===== config.mk =====
export PLATFORM = sky130hd
export DESIGN_NAME = fetch_unit
export DESIGN_NICKNAME = d
export VERILOG_FILES = /design/src/rtl/riscv_pkg.sv /design/src/rtl/fetch_unit.sv
export SDC_FILE = /design/constraint.sdc
export NUM_CORES = 1
export LEC_CHECK = 0
export CAP_MARGIN = 20
export CORE_MARGIN = 3
export CORE_UTILIZATION = 33
export CTS_CLUSTER_SIZE = 20
export DETAILED_ROUTE_END_ITERATION = 16
export PLACE_DENSITY = 0.65
export SLEW_MARGIN = 20
export SYNTH_ARGS = -nofsm -noshare
export SYNTH_HDL_FRONTEND = slang
export SYNTH_SLANG_ARGS = --single-unit

===== constraint.sdc =====
create_clock -name clk -period 3.77 [get_ports clk]
set_input_delay 0.377 -clock clk [delete_from_list [all_inputs] [get_ports clk]]
set_output_delay 0.377 -clock clk [all_outputs]
set_load 0.01 [all_outputs]

===== src/rtl/riscv_pkg.sv =====
// riscv_pkg: fetch FSM states, NOP encoding and opcodes shared with decode.
package riscv_pkg;
  typedef enum logic [1:0] {REQ, WAIT, HOLD, FLUSH} fetch_state_t;
  localparam logic [31:0] NOP_INST = 32'h0000_0013;
  localparam logic [6:0] OP_R    = 7'b0110011;
  localparam logic [6:0] OP_I    = 7'b0010011;
  localparam logic [6:0] OP_LOAD = 7'b0000011;
  localparam logic [6:0] OP_S    = 7'b0100011;
  localparam logic [6:0] OP_B    = 7'b1100011;
  localparam logic [6:0] OP_JALR = 7'b1100111;
  localparam logic [6:0] OP_JAL  = 7'b1101111;
  localparam logic [6:0] OP_LUI  = 7'b0110111;
endpackage


===== src/rtl/fetch_unit.sv =====
// fetch_unit: single-outstanding instruction fetch with a one-entry output buffer.
module fetch_unit
  import riscv_pkg::*;
#(
  parameter logic [31:0] RESET_PC = 32'h0000_0000
) (
  input  logic        clk,
  input  logic        rst_n,
  output logic        imem_req,
  output logic [31:0] imem_addr,
  input  logic        imem_gnt,
  input  logic        imem_rvalid,
  input  logic [31:0] imem_rdata,
  input  logic        redirect,
  input  logic [31:0] redirect_pc,
  output logic        inst_valid,
  input  logic        inst_ready,
  output logic [31:0] inst,
  output logic [31:0] inst_pc,
  output logic [6:0]  opcode,
  output logic [2:0]  funct3,
  output logic [6:0]  funct7
);
  fetch_state_t r_state, w_next;
  logic [31:0] r_pc, r_pc_fly, r_inst, r_inst_pc;
  logic r_inst_valid;
  logic w_take, w_fill, w_ack;
  assign w_take = (r_state == REQ) && imem_gnt;
  assign w_fill = (r_state == WAIT) && imem_rvalid;
  assign w_ack  = (r_state == HOLD) && r_inst_valid && inst_ready;
  always_comb begin
    w_next = r_state;
    case (r_state)
      REQ:     w_next = imem_gnt ? (redirect ? FLUSH : WAIT) : REQ;
      WAIT:    w_next = imem_rvalid ? (redirect ? REQ : HOLD) : (redirect ? FLUSH : WAIT);
      HOLD:    w_next = (redirect || w_ack) ? REQ : HOLD;
      FLUSH:   w_next = imem_rvalid ? REQ : FLUSH;
      default: w_next = REQ;
    endcase
  end
  always_ff @(posedge clk or negedge rst_n) begin
    if (!rst_n) begin
      r_state      <= REQ;
      r_pc         <= RESET_PC;
      r_pc_fly     <= '0;
      r_inst       <= NOP_INST;
      r_inst_pc    <= '0;
      r_inst_valid <= 1'b0;
    end else begin
      r_state <= w_next;
      r_pc    <= redirect ? {redirect_pc[31:2], 2'b00} : (w_take ? r_pc + 32'd4 : r_pc);
      if (w_take) r_pc_fly <= r_pc;
      if (w_fill && !redirect) begin
        r_inst    <= imem_rdata;
        r_inst_pc <= r_pc_fly;
      end
      r_inst_valid <= redirect ? 1'b0 : (w_fill ? 1'b1 : (w_ack ? 1'b0 : r_inst_valid));
    end
  end
  assign imem_req   = rst_n && (r_state == REQ);
  assign imem_addr  = r_pc;
  assign inst_valid = r_inst_valid;
  assign inst       = r_inst;
  assign inst_pc    = r_inst_pc;
  assign opcode     = r_inst[6:0];
  assign funct3     = r_inst[14:12];
  assign funct7     = r_inst[31:25];
endmodule


==> flow_summary.ini <==
[cells_and_area]
synthToLayoutAreaGrowth_pct = 46.9
nets = 724
final_cells = 882
postLayoutCoreUtil_pct = 49.9
layout-drive-gt1-share_pct = 16.2
diodes = 0
fill_cells = 1490

[route]
drt_pre_antenna_iters = 4
via_count = 4261
wl_per_cell_um = 16.0
ant_nets = 0
routed_wl_um = 14100
routed_via_density = 4.83
drtIter0Drc = 205
drcViolationCount = 0

[outcome]
outcome = finished clean

[synthesis]
yosysMostFrequentCell = dfrtp_1
ys_seq_area_share_pct = 57.6
synth-edff-count = 0
synthDistinctLibCells = 35
yosysTopAreaCell = dfrtp_1
synth.top_cell.area_share_pct = 56.2
synth_warnings = 0
async_reset_ff_share_pct = 100
synthTopCellsByArea = dfrtp_1 (56%), mux2_2 (13%), nand2_1 (7.1%)
postSynthCellCount = 492
syn_avg_cell_area_um2 = 11.0
syn_area_um2 = 5440
synth_ff_type = dfrtp_1
synthTopCellsByCount = dfrtp_1 (122), nand2_1 (103), mux2_2 (62)
ys_ff_latch = 125

[clock_tree]
clockBufferDepth = 2
clk-insertion-delay-late_ps = 410
clk_pin_slew_worst_paths_ps = 60
clock-sinks = 125
cts_tree = built
root_buffer = clkbuf_16
numCtsBuffers = 17
htreeDepth = 4

[min_path]
min_path_type = primary input to async pin

[sta]
holdWs_ps = 466
rsz0062_at_grt = no
finalClockSkew_ps = 6.51
finalHoldViolCount = 0
max_freq_mhz = 384
slew_headroom_pct = 37.4
worst_pin_slew_ps = 934
post-route-period-util_pct = 69.0
setup_violations = 0
drv_slew = 0
tns_ps = 0
fin_crit_ps = 2600

[setup_path]
crit_required_ps = 4090
cp-end-kind = flip-flop
cp-startpoint = r_state[1]
r2r_start = r_state[1]
critPathKind = flip-flop to flip-flop
rrSetupSlack_ps = 1170
rr_endpoint = imem_addr[22]
cp.arrival_ps = 2920
endpoint = imem_addr[22]
reg2regPathDepth = 4
cp_max_fo = 41
startpoint_type = flip-flop

[placement]
place_congestion = 0.814
io_buffer_count = 178
dp.cells = 849
dp_hpwl_um = 10200

[job]
drv_cap = 0

[global_routing]
grt_pass1_wl_um = 23000
grtUsageTotal_pct = 16.1
antenna_found_initial = 0
grt_max_degree = 52
grt_pass1_vias = 4405
grt_overflow = 0

[power]
power_density_nw_per_um2 = 772
leakage_nw = 3.36
power.total_w = 0.00616
ir_worst_vdd_mv = 0.355

[floorplan]
die_w_um = 134
die_h_um = 134
ios = 185
dieArea_um2 = 18000
initial_utilization_pct = 34.0
core_um2 = 16000
fp-row-count = 46
cells by family after synthesis:
logic type      count (synthesis)  synth area share, %
compound gates                 59                 6.47
xor+xnor                       11                 1.77
fa+ha+maj                       1                0.230
buf+inv                        53                 5.41
flops                         125                 57.6
mux                            63                 13.0
other cells                     1               0.0690
simple gates                  179                 15.4
flip-flops by register name, summed over array words and instances, names as in the netlist:
name / cells
imem_addr: 30
r_state: 2
inst: 32
inst_valid: 1
r_pc_fly: 30
inst_pc: 30
cells in the final DEF (no fill, tap or decap), types with 2 or more instances in the layout:
cell type and count:
mux2_2 62, nand2_1 103, conb_1 4, clkdlybuf4s50_1 177, nand4_1 9, and4_1 4, or4_1 13, xor2_1 6
clkinv_2 3, nor3_1 2, or3_1 6, a31oi_1 18, nor4_1 2, clkinvlp_4 2, dfstp_2 3, o21ai_0 24
xnor2_1 5, bufinv_16 6, dfrtp_1 122, inv_1 6, clkbuf_8 4, buf_4 7, clkbuf_16 17, nor2_1 21
and3_1 2, a21oi_1 4, nand3_1 9, o31ai_1 12
layer usage:
| layer | global-route usage (%) | vias up | share of wire (%) | wire [um] |
|---|---|---|---|---|
| li1 | - | 2026 | - | - |
| met1 | 20.3 | 2079 | 44 | 6150 |
| met2 | 26.3 | 138 | 49 | 6840 |
| met3 | 4.28 | 18 | 5.9 | 832 |
| met4 | 6.50 | 0 | 1.8 | 248 |
| met5 | 0 | - | 0 | 0 |
critical path, stage by stage, from the launching register on:
cell and delay, ps:
dfrtp_1 480, or3b_4 640, or4_4 710, or4_1 490
a31oi_1 180
area by class of cell:
type / count / area (um2) / area share [%]
multi-input combinational: 317 / 2030 / 25.4
timing repair buffer: 185 / 1830 / 23.0
clock buffer: 21 / 480 / 6.02
sequential: 125 / 3130 / 39.2
clock inverter: 11 / 210 / 2.63
inverter: 7 / 26.3 / 0.329
tap: 216 / 270 / 3.38
power breakdown:
| part | internal [W] | switching (W) |
|---|---|---|
| clock network | 0.00131 | 0.000576 |
| logic | 0.00122 | 0.000820 |
| registers | 0.00188 | 0.000361 |
what timing repair did:
item / in CTS / in global routing
setup buffers: 0 / 0
hold buffers: 1 / 0
endpoints found under the hold margin: 33 / 0
gates resized for setup: 0 / 0
metrics by stage:
stage | instance area, um2 | setup slack [ps]
2_1_floorplan | 5450 | 1570
3_3_place_gp | 7280 | 826
3_5_place_dp | 7280 | 793
4_1_cts | 7990 | 1160
5_1_grt | 7990 | 1080
6_report | 7990 | 1170
worst min path at each step:
stage               slack [ps]  cells past startpoint         from             to
detailed placement         360                      1        rst_n   imem_addr[2]
floorplan                   80                      0        rst_n  imem_addr[10]
global placement           350                      1        rst_n   imem_addr[2]
finish                     470                      2        rst_n   imem_addr[2]
CTS                        460                      2        rst_n   imem_addr[2]
global route               490                      2  r_pc_fly[7]    r_pc_fly[7]
(Power assumes the default switching activity.)
